[src/rtl/popcount31_seq_ctrl.sv]
// Sequential popcount controller: feeds an operand through a shared popcount31 unit one 31-bit chunk per cycle.
// Optional threshold/fire output enabled by defining POPCOUNT_THRESH_EN.
module popcount31_seq_ctrl #(
    parameter int NCHUNK = 4,
    parameter int ACCW   = 8
) (
    input  logic                  clk,
    input  logic                  rst,
    input  logic                  in_valid,
    output logic                  in_ready,
    input  logic [31*NCHUNK-1:0]  in_data,
    input  logic [ACCW-1:0]       in_thresh,
    output logic [30:0]           pc_operand,
    input  logic [4:0]            pc_result,
    output logic                  out_valid,
    input  logic                  out_ready,
    output logic [ACCW-1:0]       out_sum,
    output logic                  out_fire
);

    localparam int CW = $clog2(NCHUNK);
    localparam logic [CW-1:0] LAST = CW'(NCHUNK - 1);

    localparam logic [1:0] IDLE = 2'd0;
    localparam logic [1:0] RUN  = 2'd1;
    localparam logic [1:0] DONE = 2'd2;

    logic [1:0]           state;
    logic [CW-1:0]        cnt;
    logic [ACCW-1:0]      acc;
    logic [31*NCHUNK-1:0] operand;

    always_ff @(posedge clk) begin
        if (rst) begin
            state   <= IDLE;
            cnt     <= '0;
            acc     <= '0;
            operand <= '0;
        end else begin
            case (state)
                IDLE: begin
                    if (in_valid) begin
                        operand <= in_data;
                        acc     <= '0;
                        cnt     <= '0;
                        state   <= RUN;
                    end
                end
                RUN: begin
                    // Wraps modulo 2^ACCW; ACCW is sized so an all-31 approximate unit cannot overflow.
                    acc <= acc + {{(ACCW-5){1'b0}}, pc_result};
                    cnt <= cnt + 1'b1;
                    if (cnt == LAST) begin
                        state <= DONE;
                    end
                end
                DONE: begin
                    if (out_ready) begin
                        state <= IDLE;
                    end
                end
                default: state <= IDLE;
            endcase
        end
    end

    assign in_ready  = (state == IDLE);
    assign out_valid = (state == DONE);
    assign out_sum   = acc;

    // Gate the shared unit's input to zero outside RUN so it stays quiet while idle.
    assign pc_operand = (state == RUN) ? operand[31*cnt +: 31] : 31'd0;

`ifdef POPCOUNT_THRESH_EN
    logic [ACCW-1:0] thresh;

    always_ff @(posedge clk) begin
        if (rst) begin
            thresh <= '0;
        end else if (state == IDLE && in_valid) begin
            thresh <= in_thresh;
        end
    end

    assign out_fire = (state == DONE) && (acc >= thresh);
`else
    logic unused_thresh;
    assign unused_thresh = ^in_thresh;
    assign out_fire      = 1'b0;
`endif

endmodule

[config.mk]
export PLATFORM = sky130hd
export DESIGN_NAME = popcount31_seq_ctrl
export DESIGN_NICKNAME = d
export VERILOG_FILES = /design/src/rtl/popcount31_seq_ctrl.sv
export SDC_FILE = /design/constraint.sdc
export NUM_CORES = 1
export LEC_CHECK = 0
export CORE_UTILIZATION = 45
export DETAILED_ROUTE_END_ITERATION = 6
export PLACE_DENSITY = 0.78
export SYNTH_ARGS = -nofsm -noshare
export SYNTH_HDL_FRONTEND = slang
export SYNTH_SLANG_ARGS = --single-unit
[constraint.sdc]
create_clock -name clk -period 2.27 [get_ports clk]
set_input_delay 0.3405 -clock clk [delete_from_list [all_inputs] [get_ports clk]]
set_output_delay 0.3405 -clock clk [all_outputs]
set_load 0.05 [all_outputs]
Yosys cells after proc, flatten, opt, wreduce, memory -nomap -nowiden

Cells that the tools add are included.

$add $sub $neg: 2
$mul: 1
Divide/modulo/power cells: 0
Magnitude comparators: 0
Eq/ne operators: 6
Shift operators: 1
Mux-type cells: 9
Bitwise logic cells: 0
Reduce and logical (&&, ||, !) cells: 5

Operators by type and width:

| kind                                                                   | count |
|---|---|
| 124-bit by 8-bit indexed part select with 31-bit output                | 1 |
| 31-bit two-way mux                                                     | 1 |
| 8-bit case mux with 2 select lines                                     | 1 |
| 8-bit by 5-bit adder with 8-bit output                                 | 1 |
| 2-bit two-way mux                                                      | 4 |
| 8-bit two-way mux                                                      | 1 |
| 5-bit by 2-bit multiplier with 7-bit output (first input constant)     | 1 |
| 2-bit case mux with 3 select lines                                     | 1 |
| 2-bit equality test (second input constant)                            | 2 |
| 2-bit != test (second input constant)                                  | 2 |
| 2-bit case mux with 2 select lines                                     | 1 |
| 2-bit AND reduction                                                    | 2 |
| 3-bit AND reduction                                                    | 1 |
| 2-bit by 1-bit adder with 2-bit output (second input constant)         | 1 |
| 2-bit by 1-bit equality test with 1-bit output (second input constant) | 1 |
| 2-bit logical NOT                                                      | 1 |
| 2-bit by 1-bit != test with 1-bit output (second input constant)       | 1 |
| 2-bit nonzero test                                                     | 1 |

Flip-flop bits (word level): 136
Bits in latches: 0
Memory bits (writable): 0
Bits in read-only memories: 0
Output and inout port bits: 42
Logic and storage cells: 28
Memories: 0

Depth between registers and ports, before layout

Gate-level depths: netlist (run 1).

Depth in word-level cells: 3
Gate-level depth with buffers: 7

Least setup slack after synthesis (run 1)

OpenSTA, ideal clock, no wires.

Path type: register -> register
Start point: reg state[1]
End point: reg acc[7], in the netlist out_sum[7]
Library setup time: 0.121 ns
Arrival: 1.849 ns
Setup slack: 0.300 ns
Cell stages (with the launch flop): 7
Buffers on the path: 2
Clock period less this slack: 1.970 ns
Cells stage by stage: dfxtp_1 nor2_1 and2_1 buf_4 buf_4 nor3_1 mux2_4

Cells in the longest elaborated chain, start to end: 3

RTL lines:

| what                                                          | RTL line | text |
|---|---|---|
| start, declared                                               | 28       | `logic [1:0] state;` |
| start signal, assigned                                        | 35       | `state <= IDLE;` |
| start signal, assigned                                        | 46       | `state <= RUN;` |
| start signal, assigned                                        | 54       | `state <= DONE;` |
| 2-bit logical NOT *                                           | n/a      |  |
| named net in_ready                                            | 10       | `output logic in_ready,` |
| 2-bit != test (no line) or 2-bit nonzero test (tied branches) | n/a      |  |
| 2-bit AND reduction (no line)                                 | n/a      |  |
| end signal, assigned                                          | 51       | `acc <= acc + {{(ACCW-5){1'b0}}, pc_result};` |
| end, declared                                                 | 30       | `logic [ACCW-1:0] acc;` |

The timed path passes the listed nets; every way through them passes the cells marked *.
A chain may end at the register's enable or synchronous reset.

Worst setup path after layout (run 1)

Start point: reg cnt[0]
End point: out pc_operand[10]

Cells in the longest elaborated chain, start to end: 3

RTL lines:

| what                                                    | RTL line | text |
|---|---|---|
| start, declared                                         | 29       | `logic [CW-1:0] cnt;` |
| start signal, assigned                                  | 52       | `cnt <= cnt + 1'b1;` |
| 5-bit by 2-bit multiplier with 7-bit output             | 72       | `assign pc_operand = (state == RUN) ? operand[31*cnt +: 31] : 31'd0;` |
| 124-bit by 8-bit indexed part select with 31-bit output | 72       |  |
| 31-bit two-way mux                                      | 72       |  |
| end, declared                                           | 13       | `output logic [30:0] pc_operand,` |

No other way between the ends.

==> impl_metrics.env, run 1 <==
export IMPL_fp_dieH_um=116
export IMPL_clk_pin_slew_worst_paths_ns=0.06
export IMPL_area_growth_syn_to_layout_pct=48.8
export IMPL_synth_cell_types=37
export IMPL_holdBufCountCts=0
export IMPL_clock_latency_ns=0.41
export IMPL_cts_tree="yes"
export IMPL_synth_xor_area_share_pct=0.297
export IMPL_fin_crit_ns=2.21
export IMPL_synthSimpleGateAreaFrac_pct=21.9
export IMPL_initial_utilization_pct=46.5
export IMPL_vias=5305
export IMPL_cts_sinks=136
export IMPL_setup_viol=0
export IMPL_fin_skew_ns=0.00503
export IMPL_antenna_found_initial=0
export IMPL_antennaDiodeCount=0
export IMPL_powerDensity_nw_per_um2=735
export IMPL_avgSynthCellArea_sq_um=8.53
export IMPL_coreArea_sq_um=12700
export IMPL_synth_cell_area_sq_um=5890
export IMPL_ioPinCount=183
export IMPL_yosysSeqAreaShare_pct=46.2
export IMPL_synth_compound_area_share_pct=12.8
export IMPL_hold_violations=0
export IMPL_die_w_um=116
export IMPL_cp_max_fo=23
export IMPL_critPathArrivalTime_ns=1.87
export IMPL_dpl_hpwl_um=10400
export IMPL_required_ns=1.93
export IMPL_drc=0
export IMPL_synth_seq_cells=136
export IMPL_drv_slew=0
export IMPL_hp_class="primary input to flip-flop"
export IMPL_status="finished, final reports clean"
export IMPL_drtIter0Drc=337
export IMPL_dp_slack_ns=-0.00250
export IMPL_firstDrtPassIters=7
export IMPL_vdd_drop_max_uv=534
export IMPL_crit_type="flip-flop to primary output"
export IMPL_grt_max_degree=56
export IMPL_final_setup_tns_ns=0
export IMPL_vias_per_cell=5.17
export IMPL_post_cts_resized=0
export IMPL_root_buffer="clkbuf_16"
export IMPL_finalWirelength_um=15600
export IMPL_grtUsageTotal_pct=23.9
export IMPL_cts_buffers=17
export IMPL_syn_inst=690
export IMPL_place_area_sq_um=8090
export IMPL_final_util_pct=69.1
export IMPL_fin_area_sq_um=8760
export IMPL_startpoint_type="flip-flop"
export IMPL_synthMuxAreaShare_pct=12.3
export IMPL_port_buffers=173
export IMPL_total_leakage_power_nw=3.32
export IMPL_synth_top_family_by_area="simple AND/OR/NAND/NOR gates"
export IMPL_end_kind="primary output"
export IMPL_yosysWarnings=0
export IMPL_htreeDepth=4
export IMPL_rsz0062_at_grt="yes"
export IMPL_nets=989
export IMPL_post_cts_buffers=0
export IMPL_drive_gt1_share_pct=16.0
export IMPL_grt_pass1_wl_um=24800
export IMPL_wl_per_cell_um=15.2
export IMPL_fmax_mhz=452
export IMPL_synth_fa_ha_area_share_pct=1.61
export IMPL_globalplace_congestion=0.846
export IMPL_die_area_sq_um=13500
export IMPL_syn_nets=838
export IMPL_worst_slew_pin_slew_ns=0.543
export IMPL_timing_slew_headroom_pct=63.7
export IMPL_ant_nets=0
export IMPL_maxCapViolCount=0
export IMPL_grt_pass1_vias=5185
export IMPL_final_period_utilization_pct=97.4
export IMPL_grt_overflow=0
export IMPL_ctsLongestPathBuffers=2
export IMPL_setup_ws_ns=0.0594
export IMPL_fp_row_count=41
worst max-delay path, stage by stage (launching register included):
cell     delay, ns
dfxtp_4       0.37
buf_16        0.22
mux4_2        0.54
and2_4        0.18
buf_12        0.14
synthesized netlist by cell type, drive strengths merged:
master / count / share of area (%)
o31ai: 1 / 0.13
a22oi: 1 / 0.13
or3: 1 / 0.11
a311oi: 1 / 0.15
o41ai: 1 / 0.15
a21o: 2 / 0.25
clkbuf: 26 / 1.7
fa: 1 / 0.34
or2b: 1 / 0.13
nand3: 5 / 0.42
inv: 1 / 0.064
mux2: 2 / 0.45
buf: 30 / 3.1
nor3: 1 / 0.085
ha: 6 / 1.3
nor3b: 2 / 0.25
mux4: 31 / 12
o211ai: 2 / 0.25
a211oi: 2 / 0.25
or3b: 1 / 0.15
nand2: 254 / 16
and2b: 1 / 0.13
nand4b: 2 / 0.30
conb: 1 / 0.064
nor2: 5 / 0.32
dfxtp: 136 / 46
nor2b: 1 / 0.11
xor2: 2 / 0.30
a21oi: 132 / 11
and2: 33 / 3.5
o21ai: 3 / 0.25
nand2b: 2 / 0.21
per-layer routing:
metal / GRT usage [%] / share of wire, % / vias to the layer above
li1: - / - / 2616
met1: 27.8 / 41 / 2494
met2: 41.7 / 51 / 166
met3: 5.45 / 5.2 / 29
met4: 10.9 / 2.3 / 0
met5: 0 / 0 / -
per-stage QoR:
stage	hold slack [ns]	total power [mW]	cells
after floorplan	0.433	3.23	690
after global routing	0.287	6.68	1026
after detailed placement	0.445	3.70	994
final	0.285	6.44	1026
after global placement	0.439	3.67	994
after CTS	0.270	6.46	1026
state kept, by name, indices dropped and copies added, names as in the netlist:
register,cells
out_sum,8
cnt,2
operand,124
state,2
cells by family after synthesis:
logic type	after synthesis
compound gates	145
buf+inv	57
xor+xnor	2
flops	136
simple gates	309
mux	33
fa+ha+maj	7
other cells	1
final timing paths:
kind         depth (start not counted)              to  slack [ns]        start
max                                  4  pc_operand[10]        0.06       cnt[0]
min                                  2        state[1]        0.29          rst
min reg2reg                          2     operand[37]        0.45  operand[37]
max reg2reg                          6      out_sum[6]        0.43   out_sum[0]
power by group:
| part | internal (mW) | switching, mW |
|---|---|---|
| clock network | 1.74 | 1.02 |
| logic | 0.548 | 0.512 |
| registers | 2.54 | 0.0814 |
| total | 4.83 | 1.61 |
layout by cell type, fill, tap and decap left out, types with 3 or more instances in the layout:
cell / n
clkinv_2: 5
a21oi_1: 132
nor2_1: 5
dfxtp_1: 134
nand3_1: 5
and2_4: 23
clkdlybuf4s50_1: 139
and2_1: 10
nand2_1: 253
clkbuf_16: 17
clkinvlp_4: 4
buf_12: 38
bufinv_16: 3
ha_1: 6
buf_4: 7
mux4_2: 31
cell type report:
class / count / area [sq um]
clock buffers: 19 / 443
clock inverters: 13 / 154
fillers: 972 / 3910
inverters: 1 / 3.75
multi-input cells: 497 / 2950
flip-flops and latches: 136 / 2730
well taps: 172 / 215
repair buffers: 188 / 2270
No activity file was read; power rests on OpenSTA's default activity.
==> run 2, diff against run 1 <==
--- a/config.mk
+++ b/config.mk
@@ -5,9 +5,10 @@
 export SDC_FILE = /design/constraint.sdc
 export NUM_CORES = 1
 export LEC_CHECK = 0
-export CORE_UTILIZATION = 45
+export CORE_UTILIZATION = 47
+export CTS_BUF_LIST = sky130_fd_sc_hd__clkbuf_8 sky130_fd_sc_hd__clkbuf_16
 export DETAILED_ROUTE_END_ITERATION = 6
-export PLACE_DENSITY = 0.78
+export PLACE_DENSITY_LB_ADDON = 0.2
 export SYNTH_ARGS = -nofsm -noshare
 export SYNTH_HDL_FRONTEND = slang
 export SYNTH_SLANG_ARGS = --single-unit
==> impl_metrics.env, run 2 (synthesized netlist as in run 1, its figures left out) <==
export IMPL_largest_register="operand"
export IMPL_htreeDepth=4
export IMPL_status="finished, final reports clean"
export IMPL_area_sequential_sq_um=2730
export IMPL_critPathMaxStageDelay_ns=0.49
export IMPL_fmax_mhz=453
export IMPL_root_buffer="clkbuf_16"
export IMPL_worst_slew_pin_slew_ns=0.525
export IMPL_instances_no_fill=1020
export IMPL_cts_sinks=136
export IMPL_startpoint_type="flip-flop"
export IMPL_clk_pin_slew_worst_paths_ns=0.05
export IMPL_final_period_utilization_pct=97.3
export IMPL_grtUsageTotal_pct=23.9
export IMPL_maxCapViolCount=0
export IMPL_drc=0
export IMPL_firstDrtPassIters=4
export IMPL_die_w_um=114
export IMPL_ioPinCount=183
export IMPL_final_cell_mix="nand2_1 (253), clkdlybuf4s50_1 (140), dfxtp_1 (134), a21oi_1 (132), mux4_2 (31)"
export IMPL_ctsLongestPathBuffers=2
export IMPL_area_growth_syn_to_layout_pct=43.9
export IMPL_final_common_cell="nand2_1"
export IMPL_wl_per_cell_um=14.9
export IMPL_critPathArrivalTime_ns=1.87
export IMPL_drv_slew=0
export IMPL_setup_viol=0
export IMPL_multi_input_area_sq_um=2900
export IMPL_nets=987
export IMPL_globalplace_congestion=0.804
export IMPL_required_ns=1.93
export IMPL_cts_tree="yes"
export IMPL_initial_utilization_pct=48.6
export IMPL_hold_violations=0
export IMPL_drtIter0Drc=423
export IMPL_regToRegSetupSlack_ns=0.44
export IMPL_fp_dieH_um=114
export IMPL_ant_nets=0
export IMPL_grt_max_degree=74
export IMPL_end_kind="primary output"
export IMPL_finalWirelength_um=15200
export IMPL_fin_crit_ns=2.21
export IMPL_clock_latency_ns=0.40
export IMPL_vias_per_cell=5.14
export IMPL_antennaDiodeCount=0
export IMPL_hp_class="primary input to flip-flop"
export IMPL_cp_max_fo=10
export IMPL_largest_reg_flops=124
export IMPL_powerDensity_nw_per_um2=716
export IMPL_total_leakage_power_nw=3.24
export IMPL_fin_area_sq_um=8470
export IMPL_grt_pass1_vias=5098
export IMPL_vias=5241
export IMPL_coreArea_sq_um=12100
export IMPL_fin_skew_ns=0.00729
export IMPL_fp_row_count=40
export IMPL_crit_type="flip-flop to primary output"
export IMPL_dp_cells=985
export IMPL_dpl_hpwl_um=9880
export IMPL_port_buffers=173
export IMPL_place_area_sq_um=7860
export IMPL_timing_slew_headroom_pct=64.9
export IMPL_crit_chain="clkbuf_16 > mux4_2 > and2_1 > buf_12"
export IMPL_nFillCells=953
export IMPL_grt_overflow=0
export IMPL_grt_pass1_wl_um=24200
export IMPL_die_area_sq_um=13000
export IMPL_slowest_stage="mux4_2"
export IMPL_vdd_drop_max_uv=461
export IMPL_drive_gt1_share_pct=12.7
export IMPL_antenna_found_initial=0
export IMPL_cts_buffers=17
==> run 2: changes by cell type in the layout (fill, tap and decap cells not counted), sizes merged, moves of 3 or more <==
| cell | previous run | this run |
|---|---|---|
| bufinv | 3 | 0 |
| buf | 47 | 43 |
| clkinvlp | 4 | 0 |
| clkinv | 6 | 2 |
| inv | 1 | 9 |
| clkbuf | 19 | 24 |
==> run 2: through the flow <==
stage | util [%] | hold slack (ns) | setup TNS, ns | total power, mW | setup WS (ns)
2_1_floorplan | - | 0.433 | 0 | 3.23 | 0.300
3_3_place_gp | 64.9 | 0.439 | 0 | 3.64 | 0.0516
3_5_place_dp | 64.9 | 0.443 | 0 | 3.67 | 0.0368
4_1_cts | 69.3 | 0.299 | 0 | 6.10 | 0.00810
5_1_grt | 70.0 | 0.317 | -0.00122 | 6.33 | -0.00122
6_report | 70.0 | 0.316 | 0 | 6.07 | 0.0610
==> run 2: timing repair <==
action                                  CTS  global route
resized for setup                         0             7
hold buffers                              0             0
setup buffers                             0             1
endpoints found under the setup margin    0            32
==> run 2: critical path, delay by kind of cell, from the launching register on <==
| family | cells | cell delay (ns) |
|---|---|---|
| muxes | 1 | 0.49 |
| DFF | 1 | 0.41 |
| buffers and inverters | 2 | 0.35 |
| and+or+nand+nor | 1 | 0.20 |
==> run 2: report_power, final <==
part           internal [mW]  leakage (nW)  total, mW  switching, mW
Sequential              2.54          1.12       2.62         0.0812
Clock                   1.50         0.296       2.42          0.917
Combinational          0.524          1.83       1.03          0.502
Total                   4.57          3.24       6.07           1.50
==> run 2: layout make-up <==
| class | count | area share (%) |
|---|---|---|
| clock buffers | 22 | 5.83 |
| flip-flops and latches | 136 | 32.2 |
| well taps | 168 | 2.48 |
| clock inverters | 10 | 0.472 |
| inverters | 1 | 0.0443 |
| multi-input cells | 497 | 34.2 |
| repair buffers | 186 | 24.8 |
==> run 2: final timing paths <==
kind                from       endpoint  depth (start not counted)
max               cnt[0]  pc_operand[6]                          4
min                  rst       state[1]                          2
max reg2reg   out_sum[0]     out_sum[6]                          6
min reg2reg  operand[77]    operand[77]                          2
==> run 2: layer usage <==
layer	up-vias	track usage (%)	share of wire [%]
met5	-	0	0
met4	0	7.71	1.4
met3	18	6.59	5.9
met2	149	40.7	50
met1	2467	29.2	43
li1	2607	-	-
